File: config.mk
export PLATFORM = sky130hd
export DESIGN_NAME = tone_capture
export DESIGN_NICKNAME = d
export VERILOG_FILES = /design/src/rtl/tone_capture_pkg.sv /design/src/rtl/tone_capture_sync_edge_det.sv /design/src/rtl/tone_capture.sv
export SDC_FILE = /design/constraint.sdc
export NUM_CORES = 1
export LEC_CHECK = 0
export BUFFER_PORTS_ARGS = -buffer_cell sky130_fd_sc_hd__buf_2
export CAP_MARGIN = 40
export CORE_MARGIN = 4
export CORE_UTILIZATION = 45
export CTS_CLUSTER_DIAMETER = 200
export DETAILED_ROUTE_END_ITERATION = 10
export PLACE_DENSITY = 0.72
export SYNTH_ARGS = -nofsm -noshare
export SYNTH_HDL_FRONTEND = slang
export SYNTH_HIERARCHICAL = 1
export SYNTH_SLANG_ARGS = --single-unit
File: constraint.sdc
create_clock -name clk_4M_i -period 3.6 [get_ports clk_4M_i]
set_clock_uncertainty 0.1 [all_clocks]
set_input_delay 0.36 -clock clk_4M_i [delete_from_list [all_inputs] [get_ports clk_4M_i]]
set_output_delay 0.36 -clock clk_4M_i [all_outputs]
set_load 0.1 [all_outputs]
File: src/rtl/tone_capture_pkg.sv
//==============================================================================
// tone_capture_pkg : shared state type and default timing constants
// Rev 1.0
//==============================================================================
`default_nettype none

package tone_capture_pkg;

    typedef enum logic [1:0] {
        IDLE   = 2'd0,
        ACTIVE = 2'd1,
        REPORT = 2'd2
    } state_t;

    localparam int SIM_TIMEOUT = 40;
    localparam int DEF_TIMEOUT = 8000;
    localparam int DEF_TOL     = 4;

endpackage

`default_nettype wire

File: src/rtl/tone_capture_sync_edge_det.sv
//==============================================================================
// sync_edge_det : 2-flop synchronizer plus a third flop for any-edge strobe
// Rev 1.0
//==============================================================================
`default_nettype none

module sync_edge_det (
    input  logic clk,
    input  logic rst,
    input  logic din,
    output logic strobe
);

    logic meta;
    logic sync;
    logic prev;

    always_ff @(posedge clk) begin
        if (rst) begin
            meta <= 1'b0;
            sync <= 1'b0;
            prev <= 1'b0;
        end else begin
            meta <= din;
            sync <= meta;
            prev <= sync;
        end
    end

    assign strobe = sync ^ prev;

endmodule

`default_nettype wire

File: src/rtl/tone_capture.sv
//==============================================================================
// tone_capture : detects a square-wave burst, measures half-period and cycles
// Rev 1.0
//==============================================================================
`default_nettype none

module tone_capture
    import tone_capture_pkg::*;
#(
    parameter int simulation = 0,
    parameter int TIMEOUT    = DEF_TIMEOUT,
    parameter int TOL        = DEF_TOL,
    parameter int HP_W       = 12
) (
    input  logic            clk_4M_i,
    input  logic            rst_i,
    input  logic            pin_i,
    input  logic            ack_i,
    output logic            busy_o,
    output logic            valid_o,
    output logic [HP_W-1:0] half_period_o,
    output logic [31:0]     cycles_o,
    output logic            jitter_o,
    output logic            overrun_o
);

    localparam int EFF_TO = (simulation != 0) ? SIM_TIMEOUT : TIMEOUT;
    localparam int TO_BITS = $clog2(EFF_TO + 1);
    // Tick counter is wide enough for both the timeout and the half-period range.
    localparam int TW = ((TO_BITS > HP_W) ? TO_BITS : HP_W) + 1;

    localparam logic [TW-1:0] TICK_MAX = {TW{1'b1}};
    localparam logic [TW-1:0] TO_LAST  = TW'(EFF_TO - 1);
    localparam logic [TW:0]   HP_MAX_X = {{(TW + 1 - HP_W){1'b0}}, {HP_W{1'b1}}};
    localparam logic [TW:0]   TOL_X    = (TW + 1)'(TOL);

    state_t          state;
    state_t          state_nxt;
    logic            edge_stb;
    logic [TW-1:0]   tick_cnt;
    logic [31:0]     edge_cnt;
    logic [HP_W-1:0] hp_lat;
    logic            hp_seen;
    logic            jitter;
    logic            overrun;
    logic [HP_W-1:0] hp_rep;
    logic [31:0]     cyc_rep;
    logic            jit_rep;

    logic [TW:0]     interval;
    logic [TW:0]     hp_lat_x;
    logic [TW:0]     abs_diff;
    logic [HP_W-1:0] hp_sat;
    logic            too_far;
    logic            timeout;

    sync_edge_det u_sync (
        .clk    (clk_4M_i),
        .rst    (rst_i),
        .din    (pin_i),
        .strobe (edge_stb)
    );

    assign interval = {1'b0, tick_cnt} + 1'b1;
    assign hp_lat_x = {{(TW + 1 - HP_W){1'b0}}, hp_lat};
    assign abs_diff = (interval >= hp_lat_x) ? (interval - hp_lat_x) : (hp_lat_x - interval);
    assign too_far  = abs_diff > TOL_X;
    assign hp_sat   = (interval > HP_MAX_X) ? {HP_W{1'b1}} : interval[HP_W-1:0];
    assign timeout  = (tick_cnt == TO_LAST) && !edge_stb;

    always_ff @(posedge clk_4M_i) begin
        if (rst_i) state <= IDLE;
        else       state <= state_nxt;
    end

    always_comb begin
        state_nxt = state;
        case (state)
            IDLE:    if (edge_stb) state_nxt = ACTIVE;
            ACTIVE:  if (timeout)  state_nxt = (edge_cnt >= 32'd2) ? REPORT : IDLE;
            REPORT:  if (ack_i)    state_nxt = edge_stb ? ACTIVE : IDLE;
            default: state_nxt = IDLE;
        endcase
    end

    always_comb begin
        busy_o  = (state == ACTIVE);
        valid_o = (state == REPORT);
    end

    always_ff @(posedge clk_4M_i) begin
        if (rst_i) begin
            tick_cnt <= '0;
            edge_cnt <= '0;
            hp_lat   <= '0;
            hp_seen  <= 1'b0;
            jitter   <= 1'b0;
            overrun  <= 1'b0;
            hp_rep   <= '0;
            cyc_rep  <= '0;
            jit_rep  <= 1'b0;
        end else begin
            if (edge_stb)                  tick_cnt <= '0;
            else if (tick_cnt != TICK_MAX) tick_cnt <= tick_cnt + 1'b1;

            case (state)
                IDLE: begin
                    if (edge_stb) begin
                        edge_cnt <= 32'd1;
                        jitter   <= 1'b0;
                        hp_seen  <= 1'b0;
                    end
                end
                ACTIVE: begin
                    if (edge_stb) begin
                        if (edge_cnt != 32'hFFFF_FFFF) edge_cnt <= edge_cnt + 32'd1;
                        if (!hp_seen) begin
                            hp_lat  <= hp_sat;
                            hp_seen <= 1'b1;
                        end else if (too_far) begin
                            jitter <= 1'b1;
                        end
                    end else if (timeout && (edge_cnt >= 32'd2)) begin
                        hp_rep  <= hp_lat;
                        cyc_rep <= edge_cnt >> 1;
                        jit_rep <= jitter;
                    end
                end
                REPORT: begin
                    // Ack beats a coincident edge: that edge opens the next capture.
                    if (ack_i && edge_stb) begin
                        edge_cnt <= 32'd1;
                        jitter   <= 1'b0;
                        hp_seen  <= 1'b0;
                    end else if (edge_stb) begin
                        overrun <= 1'b1;
                    end
                end
                default: ;
            endcase
        end
    end

    assign half_period_o = hp_rep;
    assign cycles_o      = cyc_rep;
    assign jitter_o      = jit_rep;
    assign overrun_o     = overrun;

endmodule

`default_nettype wire

### After elaboration in Yosys (flattened, before gate mapping)

Cells that the tools add are included.

* register bits: 110
* logic and storage cells: 74
* output and inout port bits: 48
* input port bits: 4

* equal/unequal tests: 13
* reduce and logical (&&, ||, !) cells: 14
* bitwise operators: 4
* muxes and demuxes: 21
* order comparisons: 4
* add/sub/neg operators: 5

Operators with widths (number)
* 32-bit two-way mux: 4
* 32-bit one-hot mux with 3 select lines: 1
* 32-bit by 1-bit adder with 32-bit output (second input constant): 1
* 32-bit by 2-bit >= comparator with 1-bit output (second input constant): 1
* 32-bit inequality test (second input constant): 1
* 14-bit by 1-bit adder with 15-bit output (second input constant): 1
* 15-bit by 12-bit >= comparator with 1-bit output: 1
* 15-bit by 12-bit > comparator with 1-bit output (second input constant): 1
* 15-bit by 3-bit > comparator with 1-bit output (second input constant): 1
* 15-bit two-way mux: 1
* 12-bit by 15-bit subtractor with 15-bit output: 1
* 15-bit by 12-bit subtractor with 15-bit output: 1
* 14-bit by 1-bit adder with 14-bit output (second input constant): 1
* 14-bit by 13-bit equality test with 1-bit output (second input constant): 1
* 14-bit inequality test (second input constant): 1
* 12-bit two-way mux: 1
* 2-bit by 1-bit inequality test with 1-bit output (second input constant): 6
* 3-bit AND reduction: 4
* 2-bit two-way mux: 4
* 1-bit two-way mux: 7
* 1-bit one-hot mux with 3 select lines: 2
* 2-bit one-hot mux with 3 select lines: 1
* 6-bit AND reduction: 1
* 5-bit AND reduction: 1
* 11 further kinds: 16

### Longest topological paths before layout

* depth in word-level cells: 8
* gate-level depth with buffers: 17
* depth with buffers taken out: 15

### Hierarchy

Netlist, hierarchy kept.

Modules (own cells, without submodules)
* tone_capture: cells each 726, area each 5778.0 um2, seq. area each 2142.1 um2, instances 1
* sync_edge_det: cells each 7, area each 87.6 um2, seq. area each 60.1 um2, instances 1

### Worst setup path after synthesis

Ideal clock, no wire load.

* path type: flip-flop to flip-flop
* from: register tick_cnt[0]
* to: register jitter
* slack: -0.189 ns
* stages on the path, launching flop included: 16
* buffers on the path: 1
* setup time: 0.134 ns
* required time: 3.366 ns
* arrival time: 3.555 ns
* clock period less this slack: 3.789 ns
* cell sequence: dfxtp_1 ha_1 and4_1 nand3_1 xor2_1 inv_1 ha_1 clkbuf_1 and3_1 nor2b_1 a2111oi_2 nand2_1 nor4_1 a2bb2oi_1 a2111oi_2 a31oi_1

* longest elaborated chain between the ends: 6
* elaborated cells on any way between the ends: 8
* those cells by class: add/sub (3); order compare (2); eq/ne (1); mux (1); reduce/logical (1)

RTL lines
* start, declared: line tone_capture.sv:40 `logic [TW-1:0] tick_cnt;`
* start signal, assigned: line tone_capture.sv:104 `else if (tick_cnt != TICK_MAX) tick_cnt <= tick_cnt + 1'b1;`
* 14-bit by 1-bit adder with 15-bit output *: line tone_capture.sv:64 `assign interval = {1'b0, tick_cnt} + 1'b1;`
* 12-bit by 15-bit subtractor with 15-bit output (tied with other cells): line tone_capture.sv:66 `assign abs_diff = (interval >= hp_lat_x) ? (interval - hp_lat_x) : (hp_lat_x - interval);`
* 15-bit two-way mux *: line tone_capture.sv:66
* 15-bit by 3-bit > comparator with 1-bit output *: line tone_capture.sv:67 `assign too_far = abs_diff > TOL_X;`
* 2-bit by 1-bit inequality test with 1-bit output (no source line) *
* 6-bit AND reduction (no source line) *
* end signal, assigned: line tone_capture.sv:97 `jitter <= 1'b0;`
* end signal, assigned: line tone_capture.sv:110 `jitter <= 1'b0;`
* end signal, assigned: line tone_capture.sv:121 `jitter <= 1'b1;`
* end, declared: line tone_capture.sv:44 `logic jitter;`

Mark *: on every way between the ends. The rest lies on a longest branch, timed or not.
A chain may end at the register's enable or synchronous reset.

### Final worst setup path

Same ends and word-level chain as after synthesis.

==> results.txt <==
----------------------------------------------------
[Setup path]
  Data required time of the critical path ... between 3000 and 4000 ps
  Data arrival time of the worst path ... 3630 ps
  Setup slack, reg-to-reg ... just over 90 ps
  Critical Path Source Type ... flop
  Largest fanout on the critical path ... 5
  Cells on worst reg2reg path ... 17
  Endpoint type of the worst setup path ... flop
  Critical path class ... flop to flop

[Synthesis]
  Flip-flop cell with the highest count after synthesis ... dfxtp_1
  Yosys reg bits ... 110
  Largest area contributor in the netlist ... dfxtp_1
  Post-synthesis instance area ... between 5000 and 6000 µm²
  Total of warnings raised by yosys ... 6
  Post-synthesis async set-or-reset flop share ... 0%
  Synthesized instance count ... 733
  Library cell with the highest instance count after synthesis ... nand2_1
  Number of enable-type register cells in the synthesized netlist ... 0
  Fraction of the yosys area taken by sequential cells ... between 30% and 40%
  Share of the synthesized area in the top cell type ... a little under two fifths
  Cell types occupying the most area after synthesis ... dfxtp_1, nand2_1, a21oi_1
  Total nets after synthesis ... about 760
  Count of cell types in the netlist ... 60
  Cell types with the highest counts after synthesis ... nand2_1, dfxtp_1, a21oi_1
  Average cell area after synthesis ... 8.002 µm²

[CTS]
  Hold Buf Count CTS ... 0
  Clock tree from TritonCTS ... built
  CTS HTree Levels ... 3
  Reg clk slew, reported paths ... approximately 70 ps
  Clock buffer depth ... 2
  Worst-Skew Late Latency ... ~350 ps
  CTS root buf ... clkbuf_16
  Number of buffers created by CTS ... 9
  TritonCTS Sinks ... 110

[STA]
  Shortest period the worst path allows ... ~3500 ps
  Rel. slew slack ... a little under half
  Setup tns final ... 0 ps
  Highest attainable clock frequency ... ~0.29 GHz
  Final worst-path cycle share ... 97.45%
  Hold Slack ... between 100 and 150 ps
  Slew @ Worst Pin ... a little over 800 ps
  Final setup margin ... around 92 ps
  Total count of hold-check failures in the final report ... 0
  Setup-failing EPs final ... 0
  Final count of pins violating max slew ... 0

[Die]
  Width of the chip ... around 120 µm
  Area of the core ... between 10000 and 15000 µm²
  I/O pin count ... 52
  Die area ... between 10000 and 15000 µm²
  Initial Utilization ... around 46%
  Total number of placement rows ... 41
  Die extent in y ... 122.2 µm

[Placed design]
  DP Area ... 6580 µm²
  Number of buffers added on ports ... 50
  Inst Count DP ... roughly 960
  Worst slack at placement ... -98.43 ps
  Final weighted congestion of routability-driven global placement ... just over 0.9
  Detailed placer's ending HPWL ... ~11000 µm

[Pwr]
  Switching pwr ... between 700 and 800 µW
  Static leakage ... 2.856 nW
  Comb power frac ... 20.0%
  Max VDD drop ... between 0.0002 and 0.00025 V
  Total power draw ... approximately 2.7 mW
  Power per cell area ... about 380 nW/µm²
  Switching share of power ... 27.72%
  Internal portion of total power ... 1.980 mW
  Fraction of power consumed by sequential logic ... a little under half
  Clock share of power ... around a third

[Flow run]
  Max_cap viols ... 0

[Finish]
  Fin area ... around 7200 µm²
  Number of cells in the finished layout apart from fillers ... roughly 990
  Area growth, synth to finish ... 22.91%
  Number of filler instances in the final layout ... ~1200
  Layout Nets ... 842
  Share of final-layout standard cells stronger than drive strength 1 ... roughly 22%
  Final core utilization ... between 50% and 60%
  Antenna diode instance count ... 0

[Routing]
  Iteration-0 DRC count of the detailed router ... about 420
  Detailed-route vias per instance ... around 5.5
  Pre-Repair DR Iteration Count ... 5
  Average wire per cell in the routed design ... approximately 15 µm
  Antenna-violating nets left ... 0
  WL final ... 15230 µm
  Total via count after detailed routing ... 5438
  Number of DRC violations after detailed routing ... 0

[Outcome]
  Outcome ... finished clean

[Min path]
  Hold depth ... 2
  HP Class ... primary input to flop

[Global route]
  Vias in the first global route ... 4890
  Antenna violations before repair ... 0
  Largest net degree at the start of global routing ... 67
  Gr ovfl total ... 0
  Total global routing track utilization ... roughly 20%
  Wire length of the first global-routing pass ... around 24000 µm

----------------------------------------------------
## critical path, cell delays in order, from the launching register on
cell and delay, ps:
dfxtp_4 370, ha_4 190, buf_4 130, and2_1 170
xnor2_2 150, inv_1 80, ha_1 290, a21o_1 230
a22oi_2 150, o22ai_2 100, a2111oi_4 370, nand2_1 150
buf_6 150, buf_4 130, a21oi_2 110, a211oi_2 70
a2111oi_4 300, a31oi_1 130
## sequential cells by signal, indices dropped and copies added (netlist names)
register	cells
hp_lat	12
u_sync/sync	1
cycles_o	31
edge_cnt	32
tick_cnt	14
hp_seen	1
half_period_o	12
u_sync/prev	1
u_sync/meta	1
jitter_o	1
state	2
jitter	1
overrun_o	1
## power by group through the flow
stage / clock (mW) / sequential [mW] / combinational, mW
floorplan: 0 / 1.27 / 0.339
global placement: 0 / 1.27 / 0.453
detailed placement: 0 / 1.27 / 0.457
CTS: 0.975 / 1.24 / 0.480
global route: 1.02 / 1.24 / 0.598
finish: 0.951 / 1.24 / 0.549
## cells in the final DEF, fill, tap and decap left out, drive strengths merged, types with 6 or more instances in the layout
cell	count
a211oi	23
a21o	7
a21oi	76
and2	8
and3	11
and4	10
buf	105
clkbuf	12
dfxtp	110
ha	22
inv	35
nand2	124
nand3	21
nand4	18
nor2	65
nor2b	9
nor3	12
nor4	16
o21ai	18
or2	6
xnor2	21
xor2	34
## routing by layer
layer | GRT usage, % | up-vias | share of wire [%]
met5 | 0 | - | 0
met4 | 4.899 | 0 | 1.4
met3 | 3.760 | 22 | 5.0
met2 | 31.18 | 133 | 47
met1 | 28.59 | 2599 | 46
li1 | - | 2684 | -
## area by class of cell
cell class	count	area, µm²	share of cell area [%]
multi-input combinational	554	3682	51.08
sequential	110	2227	30.89
timing repair buffer	105	670.6	9.302
clock buffer	12	256.5	3.558
tap	172	215.2	2.985
inverter	34	127.6	1.770
clock inverter	4	30.03	0.4165
## worst paths after layout
kind,startpoint,endpoint
min,pin_i,u_sync/meta$_SDFF_PP0_
max,tick_cnt[0]$_SDFFE_PP0P_,jitter$_SDFFE_PP0P_
max reg2reg,tick_cnt[0]$_SDFFE_PP0P_,jitter$_SDFFE_PP0P_
min reg2reg,u_sync/meta$_SDFF_PP0_,u_sync/sync$_SDFF_PP0_
## kinds of logic (layout without fill, tap and decap cells)
| logic type | after synthesis | in the layout | share of synthesized area (%) |
|---|---|---|---|
| AND/OR/NAND/NOR | 318 | 318 | 27.15 |
| AO/OA/AOI/OAI | 149 | 149 | 15.51 |
| buffers and inverters | 69 | 155 | 4.757 |
| flip-flops | 110 | 110 | 37.54 |
| XOR/XNOR | 55 | 55 | 8.341 |
| multiplexers | 7 | 7 | 1.259 |
| adder cells (fa/ha/maj) | 24 | 24 | 5.375 |
| other | 1 | 1 | 0.06393 |
## timing repair
action | CTS | global route
gates resized for setup | 4 | 44
setup endpoints to repair | 1 | 1
pin swaps | 4 | 19
endpoints found under the hold margin | 0 | 0
setup buffers | 5 | 6
(Power assumes the default switching activity.)
